`src/rtl/fc_layer.sv`:
```
// fc_layer: dense layer; OUT_DIM fixed-point dot products of the pooled map against ROM weights plus bias.
// Define FC_RELU_EN to clamp negative outputs to zero; otherwise raw saturated logits are written.
module fc_layer #(
  parameter int DATA_WIDTH = 16,
  parameter int FRAC_BITS = 7,
  parameter int IN_DIM = 1568,
  parameter int OUT_DIM = 10,
  localparam int IW = IN_DIM > 1 ? $clog2(IN_DIM) : 1,
  localparam int WW = IN_DIM * OUT_DIM > 1 ? $clog2(IN_DIM * OUT_DIM) : 1,
  localparam int OW = OUT_DIM > 1 ? $clog2(OUT_DIM) : 1
) (
  input  logic                  clk,
  input  logic                  reset,
  input  logic                  start,
  output logic [IW-1:0]         in_addr,
  output logic                  in_en,
  input  logic [DATA_WIDTH-1:0] in_q,
  output logic [WW-1:0]         w_addr,
  output logic                  w_en,
  input  logic [DATA_WIDTH-1:0] w_q,
  output logic [OW-1:0]         b_addr,
  output logic                  b_en,
  input  logic [DATA_WIDTH-1:0] b_q,
  output logic [OW-1:0]         out_addr,
  output logic                  out_en,
  output logic                  out_we,
  output logic [DATA_WIDTH-1:0] out_d,
  output logic                  done
);
  localparam int AW = 2 * DATA_WIDTH + $clog2(IN_DIM) + 1;
  localparam logic signed [AW-1:0] SMAX = AW'({1'b0, {(DATA_WIDTH-1){1'b1}}});
  localparam logic signed [AW-1:0] SMIN = ~SMAX;
  typedef enum logic [2:0] {IDLE, MAC, DRAIN, WRITE, FINISH} state_t;
  state_t r_state, w_state;
  logic [IW-1:0] r_in_addr, w_in_addr;
  logic [WW-1:0] r_w_addr, w_w_addr;
  logic [OW-1:0] r_b_addr, w_b_addr, r_out_addr, w_out_addr;
  logic [DATA_WIDTH-1:0] r_out_d, w_out_d, w_sat, w_res;
  logic r_issue, w_issue, r_bias_en, w_bias_en, r_write, w_write, r_done, w_done;
  logic r_drain, w_drain, r_v, r_f;
  logic signed [AW-1:0] r_acc, w_bias_ext, w_sh;
  logic signed [2*DATA_WIDTH-1:0] w_prod;
  assign in_addr = r_in_addr;
  assign in_en = r_issue;
  assign w_addr = r_w_addr;
  assign w_en = r_issue;
  assign b_addr = r_b_addr;
  assign b_en = r_bias_en;
  assign out_addr = r_out_addr;
  assign out_en = r_write;
  assign out_we = r_write;
  assign out_d = r_out_d;
  assign done = r_done;
  assign w_prod = $signed(in_q) * $signed(w_q);
  assign w_bias_ext = AW'($signed(b_q)) <<< FRAC_BITS;
  assign w_sh = r_acc >>> FRAC_BITS;
  assign w_sat = w_sh > SMAX ? SMAX[DATA_WIDTH-1:0] : w_sh < SMIN ? SMIN[DATA_WIDTH-1:0] : w_sh[DATA_WIDTH-1:0];
`ifdef FC_RELU_EN
  assign w_res = w_sat[DATA_WIDTH-1] ? '0 : w_sat;
`else
  assign w_res = w_sat;
`endif
  // Weights of consecutive neurons are contiguous, so w_addr just keeps counting across neurons.
  always_comb begin
    w_state = r_state;
    w_in_addr = r_in_addr;
    w_w_addr = r_w_addr;
    w_b_addr = r_b_addr;
    w_out_addr = r_out_addr;
    w_out_d = r_out_d;
    w_issue = 1'b0;
    w_bias_en = 1'b0;
    w_write = 1'b0;
    w_done = 1'b0;
    w_drain = r_drain;
    case (r_state)
      IDLE: if (start) begin
        w_in_addr = '0;
        w_w_addr = '0;
        w_b_addr = '0;
        w_issue = 1'b1;
        w_bias_en = 1'b1;
        w_state = IN_DIM == 1 ? DRAIN : MAC;
      end
      MAC: begin
        w_in_addr = r_in_addr + IW'(1);
        w_w_addr = r_w_addr + WW'(1);
        w_issue = 1'b1;
        w_state = w_in_addr == IW'(IN_DIM - 1) ? DRAIN : MAC;
      end
      DRAIN: begin
        w_drain = ~r_drain;
        w_state = r_drain ? WRITE : DRAIN;
      end
      WRITE: begin
        w_out_addr = r_b_addr;
        w_out_d = w_res;
        w_write = 1'b1;
        if (r_b_addr == OW'(OUT_DIM - 1)) w_state = FINISH;
        else begin
          w_b_addr = r_b_addr + OW'(1);
          w_in_addr = '0;
          w_w_addr = r_w_addr + WW'(1);
          w_issue = 1'b1;
          w_bias_en = 1'b1;
          w_state = IN_DIM == 1 ? DRAIN : MAC;
        end
      end
      FINISH: begin
        w_done = 1'b1;
        w_state = IDLE;
      end
      default: w_state = IDLE;
    endcase
  end
  // r_v/r_f trail the issue by one more edge so the accumulator captures exactly when q is valid.
  always_ff @(posedge clk) begin
    if (reset) begin
      r_state <= IDLE;
      r_in_addr <= '0;
      r_w_addr <= '0;
      r_b_addr <= '0;
      r_out_addr <= '0;
      r_out_d <= '0;
      r_issue <= 1'b0;
      r_bias_en <= 1'b0;
      r_write <= 1'b0;
      r_done <= 1'b0;
      r_drain <= 1'b0;
      r_v <= 1'b0;
      r_f <= 1'b0;
      r_acc <= '0;
    end else begin
      r_state <= w_state;
      r_in_addr <= w_in_addr;
      r_w_addr <= w_w_addr;
      r_b_addr <= w_b_addr;
      r_out_addr <= w_out_addr;
      r_out_d <= w_out_d;
      r_issue <= w_issue;
      r_bias_en <= w_bias_en;
      r_write <= w_write;
      r_done <= w_done;
      r_drain <= w_drain;
      r_v <= r_issue;
      r_f <= r_issue && r_in_addr == '0;
      if (r_v) r_acc <= (r_f ? w_bias_ext : r_acc) + AW'(w_prod);
    end
  end
endmodule

```
`config.mk`:
```
export PLATFORM = sky130hd
export DESIGN_NAME = fc_layer
export DESIGN_NICKNAME = d
export VERILOG_FILES = /design/src/rtl/fc_layer.sv
export SDC_FILE = /design/constraint.sdc
export NUM_CORES = 1
export LEC_CHECK = 0
export CORE_MARGIN = 2
export CORE_UTILIZATION = 30
export DETAILED_ROUTE_END_ITERATION = 8
export PLACE_DENSITY_LB_ADDON = 0.25
export REMOVE_ABC_BUFFERS = 1
export SYNTH_ARGS = -nofsm -noshare
export SYNTH_HDL_FRONTEND = slang
export SYNTH_SLANG_ARGS = --single-unit
export TNS_END_PERCENT = 1
```
`constraint.sdc`:
```
create_clock -name clk -period 9.3 [get_ports clk]
set_input_delay 0.93 -clock clk [delete_from_list [all_inputs] [get_ports clk]]
set_output_delay 0.93 -clock clk [all_outputs]
set_load 0.03 [all_outputs]
```
==> results of run 1 <==
==> through the flow <==
stage / cell area (um^2) / std cells / hold slack (ns) / util [%]
6_report: 19960 / 2840 / 0.4593 / 33.88
3_3_place_gp: 19640 / 2824 / 0.4484 / 33.33
4_1_cts: 19960 / 2840 / 0.4638 / 33.88
3_5_place_dp: 19640 / 2824 / 0.4527 / 33.33
5_1_grt: 19960 / 2840 / 0.4905 / 33.88
2_1_floorplan: 17490 / 1930 / 0.4419 / -
==> routing by layer <==
layer  global-route usage [%]  routed length, um  vias up
li1                         -                  -     6291
met1                    22.06              21760     6896
met2                    30.36              25110      249
met3                    1.200               1374       46
met4                    3.241                783        0
met5                        0                  0        -
==> area by class of cell <==
cell class | count | area [um^2]
multi-input combinational | 1388 | 13790
tap | 773 | 967.2
inverter | 439 | 1648
sequential | 103 | 2064
timing repair buffer | 121 | 1169
clock buffer | 11 | 252.7
clock inverter | 5 | 72.57
fill | 6114 | 38950
==> logic make-up after synthesis <==
group	after synthesis
AND/OR/NAND/NOR	595
buffers and inverters	514
adder cells (fa/ha/maj)	475
AO/OA/AOI/OAI	235
flip-flops	103
multiplexers	42
XOR/XNOR	41
==> worst max path at each step <==
stage                     startpoint   endpoint  slack (ns)
after floorplan             in_q[15]  r_acc[37]        2.15
after global placement      in_q[15]  r_acc[37]        1.15
after detailed placement    in_q[15]  r_acc[37]        0.96
after CTS                   in_q[15]  r_acc[37]        1.33
after global routing          w_q[4]  r_acc[37]        0.94
final                       in_q[15]  r_acc[37]        1.33
==> tightest hold or removal path: stages, from the launching register on <==
cell	delay, ns
dfxtp_1	0.32
nand2_1	0.05
a21oi_1	0.05
==> registers in the layout (all words and copies together), names as in the netlist <==
signal / count
b_addr: 4
b_en: 1
done: 1
in_addr: 11
in_en: 1
out_addr: 4
out_d: 16
out_en: 1
r_acc: 44
r_drain: 1
r_f: 1
r_state: 3
r_v: 1
w_addr: 14
==> cell usage after synthesis, types with 12 or more instances <==
library cell	number
xor2_1	20
and2_1	125
dfxtp_1	103
a211oi_1	24
nor2b_1	12
mux2i_1	26
a21oi_1	50
xnor2_1	21
nor3_1	21
nand3_1	31
ha_1	129
clkbuf_1	62
nor2_1	130
a21o_1	25
nand4_1	16
o21ai_0	62
inv_1	438
mux2_2	16
fa_1	346
nand2_1	200
==> impl_metrics.tcl, run 1 <==
set metrics [dict create \
    outcome "complete, no violations" \
    clock-skew-final_ns 0.02068 \
    worstMarginPinSlew_ns 1.047 \
    initialDrtViolationCount 626 \
    setup_viol 0 \
    min_from "out_addr[3]" \
    synthAdderAreaFrac_pct 47.91 \
    tns_ns 0 \
    ctsResizeCount 0 \
    rows 89 \
    grt_overflow 0 \
    rrSetupSlack_ns 3.03 \
    cts-buffers-inserted 9 \
    start_util_pct 30.26 \
    h-tree-depth 3 \
    crit_family "adder cells" \
    min_path_cells 2 \
    wl_mm 49.04 \
    remaining_drc_errors 0 \
    slew_headroom_pct 30.06 \
    synth-async-reset-ratio_pct 0 \
    crit_cells 25 \
    wire_per_inst_um 17.27 \
    drv_cap 0 \
    synthFlopType "dfxtp_1" \
    min_period_ns 7.970 \
    max_freq_mhz 125.5 \
    r2r-end "r_acc[36]" \
    fin_ws_ns 1.330 \
    synth_compound_area_share_pct 8.751 \
    vias 13482 \
    clk-insertion-delay-late_ns 0.36 \
    cp-start-kind "primary input" \
    die_h_um 247.8 \
    portBuffers 105 \
    hold_end "out_addr[3]" \
    cts_buffer_depth 2 \
    synth-seq-cells 103 \
    die_area_um2 61390 \
    postCtsHoldBufs 0 \
    place.gp.congestion 0.8626 \
    hold_viol 0 \
    via_per_inst 4.747 \
    synth_area_leader_cell "fa_1" \
    yosysUniqueCellTypes 73 \
    post_synth_main_area_contributors "fa_1 39%, dfxtp_1 12%, inv_1 9.2%" \
    path_clk_slew_ns 0.09 \
    yosysTopAreaCellShare_pct 38.85 \
    fin_crit_sh_pct 85.70 \
    cts.sinks 103 \
    synth_xor_area_share_pct 2.014 \
    syn_inst 2005 \
    path_max_fanout 8 \
    dp_slack_ns 0.9596 \
    cp.required_ns 9.56 \
    area_growth_pct 11.96 \
    crit_type "in -> reg" \
    fp.dieW_um 247.8 \
    hold_path_class "reg -> reg" \
    r2r_cells 19 \
    path_common_cell "inv_1" \
    dr.pass1.iters 5 \
    yosysSeqAreaShare_pct 11.57 \
    dp_hpwl_mm 40.35 \
    critPathArrivalTime_ns 8.23 \
    postSynthAreaPerCell_um2 8.892 \
    root_buffer "clkbuf_16" \
    critPathMaxStageDelay_ns 0.69 \
    grt_use_total_pct 16.81 \
    synth_warnings 0 \
    drive_above_1_share_pct 3.435 \
    critPathSlowestCell "fa_1" \
    syn_area_um2 17830 \
    antenna_found_initial 1 \
    ant_nets 0 \
    final_net_count 2588 \
    synth_top_family_by_area "adder cells" \
    yosys-mux-area-fraction_pct 2.470 \
    layout_commonest_cell "inv_1" \
    post_cts_buffers 0 \
    grt_pass1_wl_mm 80.82 \
    grt_pass1_vias 14931 \
    cts_tree "built" \
    drv_slew 0 \
    synth-simple-area-share_pct 16.16 \
    synth_edf_count 0 \
    grt_max_degree 52 \
    core_um2 58910 \
    antennaDiodeCount 0 \
    cp.buffers_inverters 9 \
    rsz0062_at_grt "false" \
    final_cell_mix "438 x inv_1, 345 x fa_1, 200 x nand2_1, 129 x nor2_1, 129 x ha_1" \
    num_io_pins 106 \
    setup.worst_path.end_class "register" \
    r2r-start "r_f" \
]
Power of run 1 is left out: the tool's default activity adds up to more than one toggle a clock period on the data nets, which glitch-free logic cannot reach.
==> run 2: changes to the inputs <==
clock period = 9.7 ns   (was 9.3 ns; I/O delays follow)
==> impl_metrics.tcl, run 2 (synthesized netlist as in run 1, its figures left out) <==
set metrics [dict create \
    post_cts_buffers 0 \
    cts_buffer_depth 2 \
    path_clk_slew_ns 0.08 \
    path_common_cell "inv_1" \
    hold_viol 0 \
    crit_cells 25 \
    nFillCells 6069 \
    min_period_ns 8.550 \
    hold_path_class "reg -> reg" \
    layout_commonest_cell "inv_1" \
    wire_per_inst_um 16.68 \
    cts.sinks 103 \
    postCtsHoldBufs 0 \
    max_freq_mhz 117.0 \
    grt_pass1_vias 14530 \
    wl_mm 47.31 \
    via_per_inst 4.754 \
    min_path_cells 2 \
    critPathArrivalTime_ns 8.80 \
    grt_overflow 0 \
    worstMarginPinSlew_ns 1.075 \
    setup.worst_path.end_class "register" \
    place.gp.congestion 0.8230 \
    dp_hpwl_mm 38.83 \
    num_io_pins 106 \
    die_area_um2 61390 \
    crit_type "in -> reg" \
    grt_max_degree 52 \
    largest_register "r_acc" \
    grt_pass1_wl_mm 78.57 \
    outcome "complete, no violations" \
    area_growth_pct 11.79 \
    initialDrtViolationCount 567 \
    crit_family "adder cells" \
    cp.buffers_inverters 8 \
    cp-start-kind "primary input" \
    fin_crit_sh_pct 88.15 \
    largest_reg_flops 44 \
    fp.dieW_um 247.8 \
    h-tree-depth 3 \
    seq_area_um2 2064 \
    remaining_drc_errors 0 \
    cts_tree "built" \
    final_net_count 2583 \
    core_um2 58910 \
    grt_use_total_pct 16.24 \
    drv_cap 0 \
    path_max_fanout 16 \
    drv_slew 0 \
    ant_nets 0 \
    rsz0062_at_grt "false" \
    root_buffer "clkbuf_16" \
    ctsResizeCount 0 \
    die_h_um 247.8 \
    critPathMaxStageDelay_ns 0.75 \
    portBuffers 105 \
    setup_viol 0 \
    cp.required_ns 9.95 \
    final_cell_mix "438 x inv_1, 345 x fa_1, 200 x nand2_1, 129 x nor2_1, 129 x ha_1" \
    start_util_pct 30.26 \
    dr.pass1.iters 5 \
    critPathSlowestCell "clkdlybuf4s50_1" \
    slew_headroom_pct 28.23 \
    cts-buffers-inserted 9 \
    tns_ns 0 \
    r2r_cells 18 \
    vias 13483 \
    clock-skew-final_ns 0.01512 \
    clk-insertion-delay-late_ns 0.36 \
    drive_above_1_share_pct 3.152 \
    antenna_found_initial 0 \
    multiInputGateArea_um2 13790 \
    rows 89 \
]
[run 2: cell types whose count changed in the layout (fill, tap and decap cells not counted), sizes merged]
cell	change
clkbuf	-1
bufinv	+1
diode	+1
clkinvlp	+1
buf	-5
clkinv	-1
[run 2: through the flow]
| stage | area, um^2 | hold slack, ns | std cells | util, % | setup slack (ns) |
|---|---|---|---|---|---|
| 2_1_floorplan | 17490 | 0.4419 | 1930 | - | 2.505 |
| 4_1_cts | 19930 | 0.4681 | 2835 | 33.83 | 1.089 |
| 3_3_place_gp | 19600 | 0.4483 | 2819 | 33.27 | 0.8880 |
| 3_5_place_dp | 19600 | 0.4566 | 2819 | 33.27 | 0.7002 |
| 6_report | 19930 | 0.4667 | 2836 | 33.83 | 1.150 |
| 5_1_grt | 19930 | 0.4902 | 2835 | 33.83 | 0.6211 |
[run 2: final timing paths]
path / startpoint / end / slack [ns]
min reg2reg: out_addr[3] / out_addr[3] / 0.47
min: out_addr[3] / out_addr[3] / 0.47
max reg2reg: r_f / r_acc[34] / 3.37
max: in_q[15] / r_acc[37] / 1.15
[run 2: area by class of cell]
cell class	instances	area share [%]
clock inverters	6	0.5085
flip-flops and latches	103	10.36
repair buffers	116	5.675
well taps	773	4.853
inverters	439	8.268
diodes	1	0.01256
clock buffers	10	1.149
multi-input cells	1388	69.18
[run 2: routing by layer]
| metal | up-vias | part of all wire [%] | track usage, % |
|---|---|---|---|
| li1 | 6300 | - | - |
| met3 | 49 | 3.0 | 1.503 |
| met1 | 6902 | 45 | 21.46 |
| met5 | - | 0 | 0 |
| met4 | 0 | 1.7 | 3.117 |
| met2 | 232 | 51 | 28.91 |
[run 2: worst min-delay path, stage by stage, from the launching register on]
cell	delay, ns
dfxtp_1	0.32
nand2_1	0.05
a21oi_1	0.06
Power of run 2 is left out for the same reason.
==> run 3: changes to the inputs <==
ABC_CLOCK_PERIOD_IN_PS = 9700   (was not set)
CORE_UTILIZATION = 45   (was 30)
==> impl_metrics.tcl, run 3 (synthesized netlist as in run 1, its figures left out) <==
set metrics [dict create \
    cts-buffers-inserted 9 \
    portBuffers 105 \
    dp_slack_ns 0.9183 \
    path_max_fanout 16 \
    dp_hpwl_mm 36.28 \
    critPathArrivalTime_ns 8.63 \
    h-tree-depth 3 \
    max_freq_mhz 119.2 \
    hold_end "out_d[15]" \
    r2r_cells 20 \
    antenna_found_initial 0 \
    antennaDiodeCount 0 \
    critPathMaxStageDelay_ns 0.70 \
    drive_above_1_share_pct 3.057 \
    path_common_cell "inv_1" \
    postCtsHoldBufs 0 \
    clk-insertion-delay-late_ns 0.35 \
    min_period_ns 8.389 \
    fin_ws_ns 1.311 \
    min_path_cells 2 \
    multiInputGateArea_um2 13790 \
    nFillCells 3768 \
    die_h_um 203.0 \
    grt_overflow 0 \
    cts.sinks 103 \
    drv_cap 0 \
    wire_per_inst_um 16.89 \
    wl_mm 43.56 \
    final_util_pct 50.26 \
    largest_register "r_acc" \
    ant_nets 0 \
    slew_headroom_pct 32.28 \
    rows 72 \
    rsz0062_at_grt "false" \
    fp.dieW_um 203.0 \
    worstMarginPinSlew_ns 1.014 \
    hold_viol 0 \
    largest_reg_flops 44 \
    min_from "out_d[15]" \
    vias 13544 \
    dr.pass1.iters 5 \
    setup_viol 0 \
    crit_type "in -> reg" \
    initialDrtViolationCount 733 \
    clock-skew-final_ns 0.01625 \
    grt_pass1_vias 14531 \
    core_um2 38920 \
    final_net_count 2582 \
    remaining_drc_errors 0 \
    ctsResizeCount 0 \
    grt_use_total_pct 22.36 \
    critPathSlowestCell "clkdlybuf4s50_1" \
    cp.buffers_inverters 8 \
    grt_max_degree 52 \
    cts_tree "built" \
    holdWs_ns 0.4519 \
    rrSetupSlack_ns 3.07 \
    drv_slew 0 \
    place.gp.congestion 0.8728 \
    crit_cells 25 \
    die_area_um2 41230 \
    post_cts_buffers 0 \
    grt_pass1_wl_mm 73.97 \
    seq_area_um2 2064 \
    root_buffer "clkbuf_16" \
    area_growth_pct 9.706 \
    outcome "complete, no violations" \
    cp.required_ns 9.94 \
    via_per_inst 5.252 \
    tns_ns 0 \
    final_cell_mix "438 x inv_1, 345 x fa_1, 200 x nand2_1, 129 x nor2_1, 129 x ha_1" \
    num_io_pins 106 \
    cp-start-kind "primary input" \
    crit_family "adder cells" \
    r2r-start "r_f" \
    r2r-end "r_acc[36]" \
    start_util_pct 45.81 \
    cts_buffer_depth 2 \
    path_clk_slew_ns 0.07 \
    setup.worst_path.end_class "register" \
    fin_crit_sh_pct 86.48 \
    hold_path_class "reg -> reg" \
    layout_commonest_cell "inv_1" \
]
-- run 3: worst reg2reg max path, stage by stage, from the launching register on --
cell and delay [ns]:
dfxtp_2 0.31, buf_4 0.48, nand2_1 0.61, o21ai_0 0.36
ha_1 0.32, fa_1 0.42, fa_1 0.48, fa_1 0.51
inv_1 0.07, fa_1 0.53, inv_1 0.04, ha_1 0.37
a21oi_1 0.16, nor2_1 0.05, a211oi_1 0.28, o21ai_0 0.31
o211ai_1 0.18, nand3b_1 0.18, a221oi_1 0.41, mux2_2 0.38
a21oi_1 0.13
-- run 3: routing by layer --
layer	up-vias	GRT usage, %	wire [um]
li1	6288	-	-
met1	6892	28.37	17910
met2	312	41.33	22930
met3	52	1.894	1729
met4	0	4.953	998
met5	-	0	0
-- run 3: through the flow --
stage	cell area (um^2)	instances
floorplan	17490	1930
global placement	19270	2563
finish	19560	2579
global route	19560	2579
detailed placement	19270	2563
CTS	19560	2579
-- run 3: worst max path at each step --
stage | startpoint | to | slack, ns
finish | in_q[15] | r_acc[37] | 1.31
global route | in_q[15] | r_acc[37] | 0.68
CTS | in_q[15] | r_acc[37] | 1.30
detailed placement | in_q[15] | r_acc[37] | 0.92
global placement | in_q[15] | r_acc[37] | 1.12
floorplan | in_q[15] | r_acc[37] | 2.51
-- run 3: final cells by class --
class	count	share of cell area, %
Tap cell	518	3.314
Multi-Input combinational cell	1388	70.49
Clock buffer	14	1.401
Inverter	439	8.425
Timing Repair Buffer	115	5.745
Sequential cell	103	10.56
Clock inverter	2	0.07037
Power of run 3 is left out for the same reason.
